## src/rtl/i2c_apb_regfile_v2_if.sv

```systemverilog
// APB3 bus bundle between the interconnect and the I2C register file.
interface i2c_apb_regfile_v2_if #(
    parameter int DATA_WIDTH = 8,
    parameter int ADDR_WIDTH = 8
);
    logic                  psel;
    logic                  penable;
    logic                  pwrite;
    logic [ADDR_WIDTH-1:0] paddr;
    logic [DATA_WIDTH-1:0] pwdata;
    logic [DATA_WIDTH-1:0] prdata;
    logic                  pready;
    logic                  pslverr;

    modport master (
        output psel, penable, pwrite, paddr, pwdata,
        input  prdata, pready, pslverr
    );

    modport slave (
        input  psel, penable, pwrite, paddr, pwdata,
        output prdata, pready, pslverr
    );
endinterface

```

## src/rtl/i2c_apb_regfile_v2.sv

```systemverilog
// APB3 register file for the I2C master core: config, FIFO strobes,
// RX wait states with timeout, error responses and masked sticky IRQs.
module i2c_apb_regfile_v2 #(
    parameter int         DATA_WIDTH    = 8,
    parameter int         ADDR_WIDTH    = 8,
    parameter logic [7:0] PRESCALER_RST = 8'h00,
    parameter int         RX_WAIT_MAX   = 15
) (
    input  logic                  pclk_i,
    input  logic                  preset_i,
    i2c_apb_regfile_v2_if.slave   apb,
    input  logic [DATA_WIDTH-1:0] receive_i,
    input  logic                  rx_empty_i,
    input  logic                  tx_full_i,
    input  logic [DATA_WIDTH-1:0] status_i,
    input  logic [DATA_WIDTH-1:0] irq_event_i,
    output logic [DATA_WIDTH-1:0] prescaler_o,
    output logic [DATA_WIDTH-1:0] cmd_o,
    output logic [DATA_WIDTH-1:0] address_rw_o,
    output logic [DATA_WIDTH-1:0] transmit_o,
    output logic                  tx_fifo_write_enable_o,
    output logic                  rx_fifo_read_enable_o,
    output logic                  irq_o
);
    typedef enum logic [1:0] {IDLE, SETUP, ACCESS, WAIT} state_t;

    state_t                state, state_nxt;
    logic [7:0]            wait_cnt, wait_cnt_nxt;
    logic [DATA_WIDTH-1:0] irq_stat, irq_en, irq_clr, rd_val;
    logic sel_pre, sel_cmd, sel_tx, sel_rx;
    logic sel_adr, sel_status, sel_istat, sel_ien;
    logic access, rx_rd, timeout, stall, done;
    logic bad_addr, wr_err, rd_err, err, wr_ok, pop;

    always_comb begin
        sel_pre    = apb.paddr == ADDR_WIDTH'(0);
        sel_cmd    = apb.paddr == ADDR_WIDTH'(1);
        sel_tx     = apb.paddr == ADDR_WIDTH'(2);
        sel_rx     = apb.paddr == ADDR_WIDTH'(3);
        sel_adr    = apb.paddr == ADDR_WIDTH'(4);
        sel_status = apb.paddr == ADDR_WIDTH'(5);
        sel_istat  = apb.paddr == ADDR_WIDTH'(6);
        sel_ien    = apb.paddr == ADDR_WIDTH'(7);
        bad_addr   = !(sel_pre || sel_cmd || sel_tx || sel_rx ||
                       sel_adr || sel_status || sel_istat || sel_ien);
    end

    // An access phase only counts when it follows SETUP (or continues a wait),
    // so a transfer interrupted by reset is never resumed.
    always_comb begin
        access  = apb.psel && apb.penable &&
                  (state == SETUP || state == WAIT);
        rx_rd   = access && !apb.pwrite && sel_rx;
        timeout = wait_cnt == 8'(RX_WAIT_MAX);
        stall   = rx_rd && rx_empty_i && !timeout;
        done    = access && !stall && !preset_i;
        wr_err  = bad_addr || sel_rx || sel_status || (sel_tx && tx_full_i);
        rd_err  = bad_addr || (sel_rx && rx_empty_i);
        err     = apb.pwrite ? wr_err : rd_err;
        wr_ok   = done && apb.pwrite && !wr_err;
        pop     = done && rx_rd && !rx_empty_i;
        irq_clr = (wr_ok && sel_istat) ? apb.pwdata : '0;
    end

    always_comb begin
        rd_val = '0;
        unique case (1'b1)
            sel_pre:    rd_val = prescaler_o;
            sel_cmd:    rd_val = cmd_o;
            sel_tx:     rd_val = transmit_o;
            sel_rx:     rd_val = receive_i;
            sel_adr:    rd_val = address_rw_o;
            sel_status: rd_val = status_i;
            sel_istat:  rd_val = irq_stat;
            sel_ien:    rd_val = irq_en;
            default:    rd_val = '0;
        endcase
    end

    always_comb begin
        apb.pready  = preset_i || !stall;
        apb.prdata  = (done && !apb.pwrite && !rd_err) ? rd_val : '0;
        apb.pslverr = done && err;
    end

    always_comb begin
        state_nxt    = IDLE;
        wait_cnt_nxt = '0;
        if (apb.psel && !apb.penable) begin
            state_nxt = SETUP;
        end else if (stall) begin
            state_nxt    = WAIT;
            wait_cnt_nxt = wait_cnt + 8'd1;
        end else if (access) begin
            state_nxt = ACCESS;
        end
    end

    always_ff @(posedge pclk_i) begin
        if (preset_i) begin
            state                  <= IDLE;
            wait_cnt               <= '0;
            prescaler_o            <= DATA_WIDTH'(PRESCALER_RST);
            cmd_o                  <= '0;
            transmit_o             <= '0;
            address_rw_o           <= '0;
            irq_stat               <= '0;
            irq_en                 <= '0;
            tx_fifo_write_enable_o <= 1'b0;
            rx_fifo_read_enable_o  <= 1'b0;
            irq_o                  <= 1'b0;
        end else begin
            state    <= state_nxt;
            wait_cnt <= wait_cnt_nxt;
            if (wr_ok && sel_pre) prescaler_o  <= apb.pwdata;
            if (wr_ok && sel_cmd) cmd_o        <= apb.pwdata;
            if (wr_ok && sel_tx)  transmit_o   <= apb.pwdata;
            if (wr_ok && sel_adr) address_rw_o <= apb.pwdata;
            if (wr_ok && sel_ien) irq_en       <= apb.pwdata;
            // New events win over a simultaneous write-1-to-clear.
            irq_stat               <= (irq_stat & ~irq_clr) | irq_event_i;
            tx_fifo_write_enable_o <= wr_ok && sel_tx;
            rx_fifo_read_enable_o  <= pop;
            irq_o                  <= |(irq_stat & irq_en);
        end
    end
endmodule

```

## src/flat_wrapper.sv

```systemverilog
// flat-port wrapper written by rule: the top's interface ports become plain ports
module i2c_apb_regfile_v2_flat 
#(
    parameter int         DATA_WIDTH    = 8,
    parameter int         ADDR_WIDTH    = 8,
    parameter logic [7:0] PRESCALER_RST = 8'h00,
    parameter int         RX_WAIT_MAX   = 15
)
  (pclk_i, preset_i, receive_i, rx_empty_i, tx_full_i, status_i, irq_event_i, prescaler_o, cmd_o, address_rw_o, transmit_o, tx_fifo_write_enable_o, rx_fifo_read_enable_o, irq_o, apb_psel, apb_penable, apb_pwrite, apb_paddr, apb_pwdata, apb_prdata, apb_pready, apb_pslverr);
  i2c_apb_regfile_v2_if #(.DATA_WIDTH(DATA_WIDTH), .ADDR_WIDTH(ADDR_WIDTH)) apb_i ();
  input  logic pclk_i;
  input  logic preset_i;
  input  logic [DATA_WIDTH-1:0] receive_i;
  input  logic rx_empty_i;
  input  logic tx_full_i;
  input  logic [DATA_WIDTH-1:0] status_i;
  input  logic [DATA_WIDTH-1:0] irq_event_i;
  output logic [DATA_WIDTH-1:0] prescaler_o;
  output logic [DATA_WIDTH-1:0] cmd_o;
  output logic [DATA_WIDTH-1:0] address_rw_o;
  output logic [DATA_WIDTH-1:0] transmit_o;
  output logic tx_fifo_write_enable_o;
  output logic rx_fifo_read_enable_o;
  output logic irq_o;
  input wire logic [$bits(apb_i.psel)-1:0] apb_psel;
  input wire logic [$bits(apb_i.penable)-1:0] apb_penable;
  input wire logic [$bits(apb_i.pwrite)-1:0] apb_pwrite;
  input wire logic [$bits(apb_i.paddr)-1:0] apb_paddr;
  input wire logic [$bits(apb_i.pwdata)-1:0] apb_pwdata;
  output wire logic [$bits(apb_i.prdata)-1:0] apb_prdata;
  output wire logic [$bits(apb_i.pready)-1:0] apb_pready;
  output wire logic [$bits(apb_i.pslverr)-1:0] apb_pslverr;
  assign apb_i.psel = apb_psel;
  assign apb_i.penable = apb_penable;
  assign apb_i.pwrite = apb_pwrite;
  assign apb_i.paddr = apb_paddr;
  assign apb_i.pwdata = apb_pwdata;
  assign apb_prdata = apb_i.prdata;
  assign apb_pready = apb_i.pready;
  assign apb_pslverr = apb_i.pslverr;
  i2c_apb_regfile_v2 #(.DATA_WIDTH(DATA_WIDTH), .ADDR_WIDTH(ADDR_WIDTH), .PRESCALER_RST(PRESCALER_RST), .RX_WAIT_MAX(RX_WAIT_MAX)) u_core (.pclk_i(pclk_i), .preset_i(preset_i), .apb(apb_i), .receive_i(receive_i), .rx_empty_i(rx_empty_i), .tx_full_i(tx_full_i), .status_i(status_i), .irq_event_i(irq_event_i), .prescaler_o(prescaler_o), .cmd_o(cmd_o), .address_rw_o(address_rw_o), .transmit_o(transmit_o), .tx_fifo_write_enable_o(tx_fifo_write_enable_o), .rx_fifo_read_enable_o(rx_fifo_read_enable_o), .irq_o(irq_o));
endmodule
```

## config.mk

```make
export PLATFORM = sky130hd
export DESIGN_NAME = i2c_apb_regfile_v2_flat
export DESIGN_NICKNAME = d
export VERILOG_FILES = /design/src/rtl/i2c_apb_regfile_v2_if.sv /design/src/rtl/i2c_apb_regfile_v2.sv /design/src/flat_wrapper.sv
export SDC_FILE = /design/constraint.sdc
export NUM_CORES = 1
export LEC_CHECK = 0
export CORE_AREA = 3 3 111 113
export CTS_BUF_LIST = sky130_fd_sc_hd__clkbuf_16
export DETAILED_ROUTE_END_ITERATION = 8
export DIE_AREA = 0 0 114 116
export DONT_BUFFER_PORTS = 1
export PLACE_DENSITY_LB_ADDON = 0.05
export SKIP_CTS_REPAIR_TIMING = 1
export SLEW_MARGIN = 20
export SYNTH_ARGS = -nofsm -noshare
export SYNTH_HDL_FRONTEND = slang
export SYNTH_SLANG_ARGS = --single-unit
```

## constraint.sdc

```tcl
create_clock -name pclk_i -period 2.6 [get_ports pclk_i]
set_clock_uncertainty 0.1 [all_clocks]
set_input_delay 0.39 -clock pclk_i [delete_from_list [all_inputs] [get_ports pclk_i]]
set_output_delay 0.39 -clock pclk_i [all_outputs]
set_load 0.005 [all_outputs]
```

# ---- Word level (Yosys, flattened, before mapping)
# Cells that the tools add are included.
dict set report word_totals {
  register_bits 61
  latch_bits 0
  mem_bits_rw 0
  rom_bits 0
  input_bits 47
  wordCells 85
  memories 0
}
dict set report op_classes {
  add_sub_neg 1
  multipliers 0
  n_div 0
  n_lt_le_gt_ge 0
  n_eq_ne 10
  n_shift 0
  muxes 7
  bitwise_logic 5
  n_reduce_logical 50
}
# operator n
set ops {}
lappend ops {{$pmux W8 S8} 1}
lappend ops {{$eq A8 B3 Y1 const B} 4}
lappend ops {{$logic_and A1 B1 Y1} 24}
lappend ops {{$and A8 B8 Y8} 2}
lappend ops {{$eq A8 B2 Y1 const B} 2}
lappend ops {{$mux W8} 2}
lappend ops {{$logic_or A1 B1 Y1} 13}
lappend ops {{$logic_not A1 Y1} 9}
lappend ops {{$add A8 B1 Y8 const B} 1}
lappend ops {{$eq A8 B1 Y1 const B} 1}
lappend ops {{$eq A8 B4 Y1 const B} 1}
lappend ops {{$logic_not A8 Y1} 1}
lappend ops {{$not A8 Y8} 1}
lappend ops {{$or A8 B8 Y8} 1}
lappend ops {{$reduce_or A8 Y1} 1}
lappend ops {{$mux W2} 2}
lappend ops {{$reduce_or A3 Y1} 1}
lappend ops {{$eq A2 B1 Y1 const B} 1}
lappend ops {{$eq A2 B2 Y1 const B} 1}
lappend ops {{$mux W1} 2}
lappend ops {{$reduce_or A2 Y1} 1}
lappend ops {{$not A1 Y1} 1}

# ---- Depth between registers and ports, before layout
# Gate-level depths: netlist (run 1).
dict set report logic_depth {
  word_depth 19
  mapped_depth 7
  ltp_nobuf 5
}

# ---- Worst setup path before layout (run 1)
# Ideal clock, no wire load.
dict set report synth_timing {
  path_kind {input to output}
  from {input apb_paddr[2]}
  to {output apb_pready}
  t_arrival_ps 1598
  required_ps 2110
  setup_slack_ps 512
  stages 4
  path_buffers 2
  cell_sequence {clkbuf_1 -> or4_4 -> a2111o_1 -> buf_2}
}
dict set report synth_via {
  elab_chain_cells 6
}
# item line
set synth_lines {}
lappend synth_lines {{start: declaration} flat_wrapper.sv:28} ;# input wire logic [$bits(apb_i.paddr)-1:0] apb_paddr;
lappend synth_lines {{$eq A8 B2 Y1} i2c_apb_regfile_v2.sv:39} ;# sel_rx = apb.paddr == ADDR_WIDTH'(3);
lappend synth_lines {{$logic_and A1 B1 Y1} i2c_apb_regfile_v2.sv:53} ;# rx_rd = access && !apb.pwrite && sel_rx;
lappend synth_lines {{$logic_and A1 B1 Y1 (2 in series)} i2c_apb_regfile_v2.sv:55} ;# stall = rx_rd && rx_empty_i && !timeout;
lappend synth_lines {{$logic_not A1 Y1} i2c_apb_regfile_v2.sv:81} ;# apb.pready = preset_i || !stall;
lappend synth_lines {{$logic_or A1 B1 Y1} i2c_apb_regfile_v2.sv:81}
lappend synth_lines {{end: declaration} flat_wrapper.sv:31} ;# output wire logic [$bits(apb_i.pready)-1:0] apb_pready;
# Every way passes these cells.

# ---- Worst setup path in the final report (run 1)
dict set report layout_timing {
  from {register u_core.state[0]}
  to {output apb_prdata[0]}
}
dict set report layout_via {
  elab_chain_cells 13
  word_cells_on_any_way 14
  cone_classes {2 x eq/ne; 1 x mux; 11 x reduce/logical}
}
# item line
set layout_lines {}
lappend layout_lines {{start: declaration} i2c_apb_regfile_v2.sv:27} ;# state_t state, state_nxt;
lappend layout_lines {{start signal: assignment} i2c_apb_regfile_v2.sv:113} ;# state <= state_nxt;
lappend layout_lines {{$eq A2 B1 Y1 or $eq A2 B2 Y1 (tied branches)} i2c_apb_regfile_v2.sv:52} ;# (state == SETUP || state == WAIT);
lappend layout_lines {{$logic_or A1 B1 Y1 (*)} i2c_apb_regfile_v2.sv:52}
lappend layout_lines {{$logic_and A1 B1 Y1 (*)} i2c_apb_regfile_v2.sv:51} ;# access = apb.psel && apb.penable &&
lappend layout_lines {{$logic_and A1 B1 Y1 (2 in series)} i2c_apb_regfile_v2.sv:53}
lappend layout_lines {{$logic_and A1 B1 Y1 (2 in series)} i2c_apb_regfile_v2.sv:55}
lappend layout_lines {{$logic_not A1 Y1} i2c_apb_regfile_v2.sv:56} ;# done = access && !stall && !preset_i;
lappend layout_lines {{$logic_and A1 B1 Y1 (*) (2 in series)} i2c_apb_regfile_v2.sv:56}
lappend layout_lines {{$logic_and A1 B1 Y1 (*) (2 in series)} i2c_apb_regfile_v2.sv:82} ;# apb.prdata = (done && !apb.pwrite && !rd_err) ? rd_val : '0;
lappend layout_lines {{$mux W8 (*)} i2c_apb_regfile_v2.sv:82}
lappend layout_lines {{end: declaration} flat_wrapper.sv:30} ;# output wire logic [$bits(apb_i.prdata)-1:0] apb_prdata;
# Mark *: on every way between the ends. The rest lies on a longest branch, timed or not.

==> results.toml, run 1 <==
[sta]
maxSlewHeadroom = 0.631
worstMarginPinSlew_ns = 0.554
period_share = 0.882
rsz0062_at_grt = "no"
finalWorstSetupSlack_ns = 0.306
holdWs_ns = 0.0412
setup_tns_ns = 0
hold_viol = 0
fin_crit_ns = 2.29
drv_slew = 0
fmax_ghz = 0.436
setup_viol_count_final = 0

[setup_path]
endpoint_kind = "output port"
crit_fanout = 8
cp.arrival_ns = 1.80
path_class = "reg2out"
cp-start-kind = "flop"
path_cells = "nand4b_1 > clkinv_1 > nand3_1 > a211o_1 > nor2_1"
cpPeakStageDelay_ns = 0.50
worstPathRequired_ns = 2.11
crit_buf_inv = 1
r2r_setup_slack_ns = 0.88
cp_top_family = "simple AND/OR/NAND/NOR gates"
critPathSlowestCell = "a211o_1"

[layout]
drive_above_1_share = 0.134
final_util = 0.290
fill_cells = 1232
diodes = 0
postLayoutCellArea_sq_um = 3310
stdcell_count = 427
final_common_cell = "nor2_1"
fin_nets = 327
syn2layout_area_growth_pct = 16.2
ff_latch_area_sq_um = 1200
mostFrequentLayoutCells = "69 x nor2_1, 60 x dfxtp_1, 48 x mux2i_1"
multi_input_area_sq_um = 1540

[cts]
cts_buffers = 9
insertion_delay_ns = 0.32
cts_max_path_buffers = 2
htree_levels = 3
clk_pin_slew_ns = 0.05
clock-sinks = 60
cts_tree = "built"
cts_root_buf = "clkbuf_16"

[power_and_ir_drop]
p_leak_nw = 1.39
power_density_nw_per_um2 = 679
peakVddDrop_mv = 0.323
power.total_mw = 2.25

[yosys]
syn_nets = 326
synth_edf_count = 0
synth.ff_latch_count = 60
synth.avg_cell_area_sq_um = 10.3
synth_ff_type = "dfxtp_1"
ys_seq_area_frac = 0.421
postSynth.asyncResetShare = 0
synthCells = 278
syn_area_sq_um = 2850
yosys_warnings = 0
synth.distinct_cells = 33

[global_route]
grt_pass1_vias = 2187
met2_usage = 0.235
grt_max_degree = 53
grt_antenna_before_repair = 0
grtUsageMet3 = 0.0606
grt_overflow = 0
use_met1 = 0.160
track_usage = 0.137
busiest_layer = "met2"
grt_pass1_wl_microns = 13300

[routing]
wire_per_inst_microns = 20.9
drtPass1Iterations = 4
drt_wl_total_microns = 8900
drc = 0
vias = 2125
vias_per_cell = 4.98
antenna_left = 0
drt_iter0_markers = 170

[die]
fp-row-count = 39
start_util = 0.250
die_area_sq_um = 13200
coreArea_sq_um = 11400
die_height_microns = 116
dieWidth_microns = 114
pin_count = 92

[placement]
place_inst = 411
dp_hpwl_microns = 6160
routabilityCongestion = 0.712
place_area_sq_um = 3000
dp_slack_ns = 0.444
io_buffers = 0

[hold_path]
min_path_type = "in2reg"

[run_status]
outcome = "completed"

[job]
maxCapViolCount = 0
-- registers in the layout (all words and copies together), names as in the netlist, 8 cells and up --
name	cells
u_core.transmit_o	8
u_core.irq_stat	8
u_core.irq_en	8
u_core.cmd_o	8
u_core.prescaler_o	8
u_core.wait_cnt	8
u_core.address_rw_o	8
-- cell families (layout without fill, tap and decap cells) --
| group | Yosys count | after routing | share of synthesized area |
|---|---|---|---|
| AND/OR/NAND/NOR | 101 | 101 | 0.165 |
| flip-flops | 60 | 60 | 0.421 |
| AO/OA/AOI/OAI | 19 | 19 | 0.0562 |
| XOR/XNOR | 6 | 6 | 0.0184 |
| multiplexers | 64 | 64 | 0.295 |
| adder cells (fa/ha/maj) | 1 | 1 | 0.00439 |
| buffers and inverters | 27 | 33 | 0.0395 |
-- report_power, final --
part	switching (mW)	internal (mW)	leakage, nW
Combinational	0.0186	0.0461	0.753
Sequential	0.00783	0.930	0.486
Clock	0.421	0.826	0.155
Total	0.447	1.80	1.39
-- Yosys cell counts (all sizes together), types with 2 or more instances --
library cell | count | area share
nor2 | 69 | 0.091
dfxtp | 60 | 0.42
mux2i | 48 | 0.17
mux4 | 16 | 0.13
inv | 10 | 0.013
buf | 9 | 0.016
a311oi | 8 | 0.025
clkbuf | 7 | 0.0092
nor3 | 6 | 0.012
nand2 | 5 | 0.0066
nand4 | 5 | 0.011
a22oi | 4 | 0.011
xnor2 | 4 | 0.012
nand3 | 3 | 0.0053
nor4bb | 3 | 0.011
and4 | 2 | 0.0061
nand4b | 2 | 0.0061
nor4b | 2 | 0.0061
xor2 | 2 | 0.0061
-- final cells by class --
type / instances / area share
clock buffer: 9 / 0.0680
sequential: 60 / 0.363
inverter: 11 / 0.0125
tap: 143 / 0.0540
clock inverter: 7 / 0.0253
multi-input combinational: 191 / 0.464
timing repair buffer: 6 / 0.0136
-- path summary, 6_finish.rpt --
check                           cells after the start                           from                                 endpoint
worst max-delay path                                5     u_core.state[0]$_SDFF_PP0_                            apb_prdata[0]
worst max register to register                      4     u_core.state[0]$_SDFF_PP0_            u_core.wait_cnt[3]$_SDFF_PP0_
worst min-delay path                                1                     apb_pwrite  u_core.rx_fifo_read_enable_o$_SDFF_PP0_
worst min register to register                      1  u_core.wait_cnt[0]$_SDFF_PP0_            u_core.wait_cnt[0]$_SDFF_PP0_
-- routing by layer --
metal / vias to the layer above / part of all wire
met5: - / 0
met4: 0 / 0.0076
met3: 6 / 0.079
met2: 68 / 0.50
met1: 1037 / 0.41
li1: 1014 / -
Power figures use the tool's default switching activity.
==> run 2, diff against run 1 <==
--- a/config.mk
+++ b/config.mk
@@ -5,13 +5,11 @@
 export SDC_FILE = /design/constraint.sdc
 export NUM_CORES = 1
 export LEC_CHECK = 0
-export CORE_AREA = 3 3 111 113
-export CTS_BUF_LIST = sky130_fd_sc_hd__clkbuf_16
+export CORE_AREA = 2 2 110 112
 export DETAILED_ROUTE_END_ITERATION = 8
-export DIE_AREA = 0 0 114 116
+export DIE_AREA = 0 0 112 114
 export DONT_BUFFER_PORTS = 1
 export PLACE_DENSITY_LB_ADDON = 0.05
-export SKIP_CTS_REPAIR_TIMING = 1
 export SLEW_MARGIN = 20
 export SYNTH_ARGS = -nofsm -noshare
 export SYNTH_HDL_FRONTEND = slang
==> run 2 against run 1 <==
Net effect: clock power barely moved; critical path type unchanged; setup slack better by 0.017 ns; utilization down 0.80 points; first-iteration DRC count fell by 36%; largest power group unchanged.
==> results.toml, run 2 (same netlist as run 1, synthesis figures left out) <==
[run_status]
outcome = "completed"

[cts]
cts_tree = "built"
cts_repair_resize_count = 0
clk_pin_slew_ns = 0.05
postCtsSetupRepairBufs = 0
clock-sinks = 60
insertion_delay_ns = 0.33
hold_buffers = 0
cts_max_path_buffers = 2
cts_buffers = 9
htree_levels = 3
cts_root_buf = "clkbuf_16"

[setup_path]
path_class = "reg2out"
cp-start-kind = "flop"
cp.arrival_ns = 1.79
crit_fanout = 8
endpoint_kind = "output port"
worstPathRequired_ns = 2.11
r2r_setup_slack_ns = 0.83

[die]
coreArea_sq_um = 11700
pin_count = 92
die_area_sq_um = 12800
dieWidth_microns = 112
die_height_microns = 114
fp-row-count = 40
start_util = 0.243

[sta]
finalWorstSetupSlack_ns = 0.323
setup_tns_ns = 0
hold_viol = 0
maxSlewHeadroom = 0.558
period_share = 0.876
drv_slew = 0
fmax_ghz = 0.439
worstMarginPinSlew_ns = 0.661
rsz0062_at_grt = "no"
setup_viol_count_final = 0
fin_crit_ns = 2.28

[layout]
final_common_cell = "nor2_1"
postLayoutCellArea_sq_um = 3300
fin_nets = 326
final_util = 0.282
diodes = 0
drive_above_1_share = 0.141
mostFrequentLayoutCells = "69 x nor2_1, 60 x dfxtp_1, 48 x mux2i_1"
syn2layout_area_growth_pct = 15.9

[power_and_ir_drop]
peakVddDrop_mv = 0.198
power_density_nw_per_um2 = 675
p_leak_nw = 1.39

[placement]
place_area_sq_um = 3000
dp_hpwl_microns = 6200
dp_slack_ns = 0.481
routabilityCongestion = 0.699
io_buffers = 0

[global_route]
grt_overflow = 0
met2_usage = 0.240
track_usage = 0.147
use_met1 = 0.182
grtUsageMet3 = 0.0436
grt_pass1_wl_microns = 13700
grt_max_degree = 53
grt_antenna_before_repair = 0
busiest_layer = "met2"
grt_pass1_vias = 2217

[hold_path]
min_path_type = "in2reg"

[routing]
drt_wl_total_microns = 9060
drtPass1Iterations = 4
vias = 2097
drt_iter0_markers = 108
wire_per_inst_microns = 21.1
vias_per_cell = 4.88
drc = 0
antenna_left = 0

[job]
maxCapViolCount = 0
-- run 2: changes by cell type in the layout (fill, tap and decap cells not counted) --
cell / change
clkbuf_8: +2
bufinv_16: -1
inv_1: -2
clkinv_1: -1
clkinv_2: +3
clkinvlp_4: -1
buf_4: -1
-- run 2: per-layer routing --
layer  part of all wire  routed length (microns)  vias up
met5                  0                        0        -
met4              0.017                      157        0
met2               0.47                     4290       69
li1                   -                        -     1009
met1               0.44                     3960     1007
met3              0.072                      648       12
-- run 2: power by group --
group          switching [mW]  total, mW  internal (mW)
clock                   0.442       1.23          0.787
sequential            0.00738      0.937          0.929
combinational          0.0197     0.0658         0.0461
total                   0.469       2.23           1.76
-- run 2: final timing paths --
check | cells past startpoint | to | startpoint
max | 5 | apb_prdata[2] | u_core.state[0]$_SDFF_PP0_
min | 1 | u_core.rx_fifo_read_enable_o$_SDFF_PP0_ | apb_pwrite
max reg2reg | 5 | u_core.address_rw_o[6]$_SDFFE_PP0P_ | u_core.state[0]$_SDFF_PP0_
min reg2reg | 1 | u_core.wait_cnt[0]$_SDFF_PP0_ | u_core.wait_cnt[0]$_SDFF_PP0_
-- run 2: critical path: stages (launching register included) --
cell	delay, ns
dfxtp_1	0.33
nand4b_1	0.15
clkinv_1	0.16
nand3_1	0.10
a211o_1	0.46
nor2_1	0.26
-- run 2: layout make-up --
type | count | area [sq um]
fill | 1257 | 8410
multi-input combinational | 191 | 1540
clock buffer | 11 | 253
sequential | 60 | 1200
clock inverter | 5 | 50.0
inverter | 11 | 41.3
timing repair buffer | 5 | 37.5
tap | 147 | 184
-- run 2: metrics by stage --
stage	instances	hold slack, ns	total power [mW]
after floorplan	278	0.318	1.04
after global routing	430	0.0233	2.31
after global placement	414	0.336	1.02
after CTS	430	0.0217	2.26
final	430	0.0337	2.23
after detailed placement	414	0.344	1.02
==> run 3, diff against run 2 <==
--- a/config.mk
+++ b/config.mk
@@ -5,9 +5,10 @@
 export SDC_FILE = /design/constraint.sdc
 export NUM_CORES = 1
 export LEC_CHECK = 0
-export CORE_AREA = 2 2 110 112
+export ABC_AREA = 1
+export CORE_AREA = 2 2 115 117
 export DETAILED_ROUTE_END_ITERATION = 8
-export DIE_AREA = 0 0 112 114
+export DIE_AREA = 0 0 117 119
 export DONT_BUFFER_PORTS = 1
 export PLACE_DENSITY_LB_ADDON = 0.05
 export SLEW_MARGIN = 20
==> run 3 against run 2 <==
Net effect: utilization up 0.083 points; synthesized cell count grew 68%; clock power barely moved; global-route usage is 2.2 points higher; critical path depth increased by 4; largest cell class unchanged.
==> results.toml, run 3 <==
[global_route]
grt_pass1_vias = 2991
track_usage = 0.170
grt_pass1_wl_microns = 17100
grt_antenna_before_repair = 0
grt_overflow = 0
grt_max_degree = 53

[setup_path]
cp-start-kind = "flop"
endpoint_kind = "output port"
r2r-end = "u_core.prescaler_o[0]$_SDFFE_PP0P_"
r2r_cells = 7
worstPathRequired_ns = 2.11
path_class = "reg2out"
cp.arrival_ns = 1.82
r2r_start = "u_core.state[0]$_SDFF_PP0_"
r2r_setup_slack_ns = 0.90
crit_fanout = 8

[power_and_ir_drop]
p_sw_mw = 0.472
internal_power_mw = 1.74
seq_power_share = 0.424
peakVddDrop_mv = 0.261
p_leak_nw = 1.50
swShare = 0.214
power_density_nw_per_um2 = 606
comb_power_share = 0.021
power.total_mw = 2.21
clkPwrFrac = 0.555

[sta]
rsz0062_at_grt = "no"
worstMarginPinSlew_ns = 0.372
maxSlewHeadroom = 0.750
setup_tns_ns = 0
fmax_ghz = 0.433
fin_crit_ns = 2.31
drv_slew = 0
setup_viol_count_final = 0
period_share = 0.889
hold_viol = 0

[placement]
io_buffers = 0
routabilityCongestion = 0.747
dp_hpwl_microns = 8210

[cts]
insertion_delay_ns = 0.33
htree_levels = 3
cts_max_path_buffers = 2
cts_buffers = 9
clk_pin_slew_ns = 0.05
cts_root_buf = "clkbuf_16"
clock-sinks = 60
cts_tree = "built"
postCtsSetupRepairBufs = 0
hold_buffers = 0

[die]
die_height_microns = 119
start_util = 0.241
dieWidth_microns = 117
pin_count = 92
fp-row-count = 42
die_area_sq_um = 13900
coreArea_sq_um = 12900

[yosys]
synth.avg_cell_area_sq_um = 6.66
postSynth.asyncResetShare = 0
yosys.area.top_type = "dfxtp_1"
yosys_warnings = 0
synth_edf_count = 0
synth.distinct_cells = 38
yosysMostFrequentCell = "nand2_1"
netlist_top_cells_area = "dfxtp_1 39%, nand2_1 24%, a21oi_1 8.1%, inv_1 5.2%, nor2_1 3.9%"
synth_ff_type = "dfxtp_1"
ys_seq_area_frac = 0.387
synth_commonest_cells = "197 x nand2_1, 60 x dfxtp_1, 50 x a21oi_1"
synth.ff_latch_count = 60
syn_area_sq_um = 3110
synth_top_area_share = 0.387
syn_nets = 514
synthCells = 466

[routing]
drc = 0
vias_per_cell = 4.43
drt_iter0_markers = 150
wire_per_inst_microns = 17.1
vias = 2907
drtPass1Iterations = 4
drt_wl_total_microns = 11200
antenna_left = 0

[layout]
drive_above_1_share = 0.119
diodes = 0
fill_cells = 1447
mostFrequentLayoutCells = "196 x nand2_1, 60 x dfxtp_1, 50 x a21oi_1"
multi_input_area_sq_um = 1650
fin_nets = 523
final_common_cell = "nand2_1"
syn2layout_area_growth_pct = 17.3
ff_latch_area_sq_um = 1200

[hold_path]
hold_path_end = "u_core.irq_en[6]$_SDFFE_PP0P_"
min_from = "preset_i"
min_path_type = "in2reg"
hold_depth = 1

[run_status]
outcome = "completed"

[job]
maxCapViolCount = 0
[run 3: changes by cell type after synthesis, sizes merged, moves of 10 or more]
cell,change
nand2,+197
a21oi,+51
mux2i,-48
inv,+39
nor2,-30
mux4,-16
nand3,+10
[run 3: logic make-up (layout without fill, tap and decap cells)]
logic type | Yosys count | in the layout | synth area share
AO/OA/AOI/OAI | 62 | 62 | 0.113
XOR/XNOR | 5 | 5 | 0.0141
adder cells (fa/ha/maj) | 1 | 1 | 0.00403
buffers and inverters | 64 | 78 | 0.0874
flip-flops | 60 | 60 | 0.387
AND/OR/NAND/NOR | 274 | 274 | 0.395
[run 3: repair_timing]
item,4_1_cts,5_1_grt
gates resized for setup,1,4
setup endpoints to repair,8,8
pin swaps,0,0
[run 3: area by class of cell]
class                   instances  share of cell area
clock inverters                 4              0.0130
flip-flops and latches         60               0.330
repair buffers                  8              0.0165
multi-input cells             342               0.453
well taps                     176              0.0604
inverters                      54              0.0573
clock buffers                  12              0.0704
[run 3: per-layer routing]
metal,global-route usage,share of wire
met5,0,0
met4,0.0559,0.019
met1,0.213,0.44
met3,0.0723,0.087
met2,0.261,0.45
[run 3: how the worst max path moves through the flow]
stage | from | endpoint | depth (start not counted)
global placement | apb_paddr[4] | apb_prdata[1] | 8
finish | u_core.wait_cnt[0]$_SDFF_PP0_ | apb_prdata[2] | 9
detailed placement | apb_paddr[4] | apb_prdata[1] | 8
floorplan | apb_paddr[4] | apb_prdata[3] | 12
global route | u_core.wait_cnt[0]$_SDFF_PP0_ | apb_prdata[3] | 9
CTS | u_core.wait_cnt[0]$_SDFF_PP0_ | apb_prdata[1] | 9
[run 3: power groups by stage]
| stage | clock network (mW) | logic, mW | registers, mW |
|---|---|---|---|
| floorplan | 0 | 0.0495 | 0.954 |
| global placement | 0 | 0.0460 | 0.957 |
| detailed placement | 0 | 0.0464 | 0.957 |
| CTS | 1.27 | 0.0467 | 0.937 |
| global route | 1.30 | 0.0523 | 0.937 |
| finish | 1.22 | 0.0458 | 0.937 |
[run 3: per-stage QoR]
step                utilization  worst slack [ns]  hold slack, ns  cells  area, sq um
floorplan                     -             0.610           0.313    466         3110
global placement          0.258             0.212           0.322    640         3320
detailed placement        0.258             0.151           0.333    640         3320
finish                    0.283             0.288          0.0322    656         3640
CTS                       0.282            0.0547         0.00549    656         3630
global route              0.283            0.0408         0.00749    656         3640
[run 3: worst max-delay path, cell delays in order (launching register included)]
cell,delay [ns]
dfxtp_1,0.34
ha_1,0.19
nand3_1,0.13
nor2_1,0.11
inv_1,0.07
nor2_2,0.10
o21ai_2,0.10
nor2b_4,0.24
nand2_1,0.12
inv_1,0.09
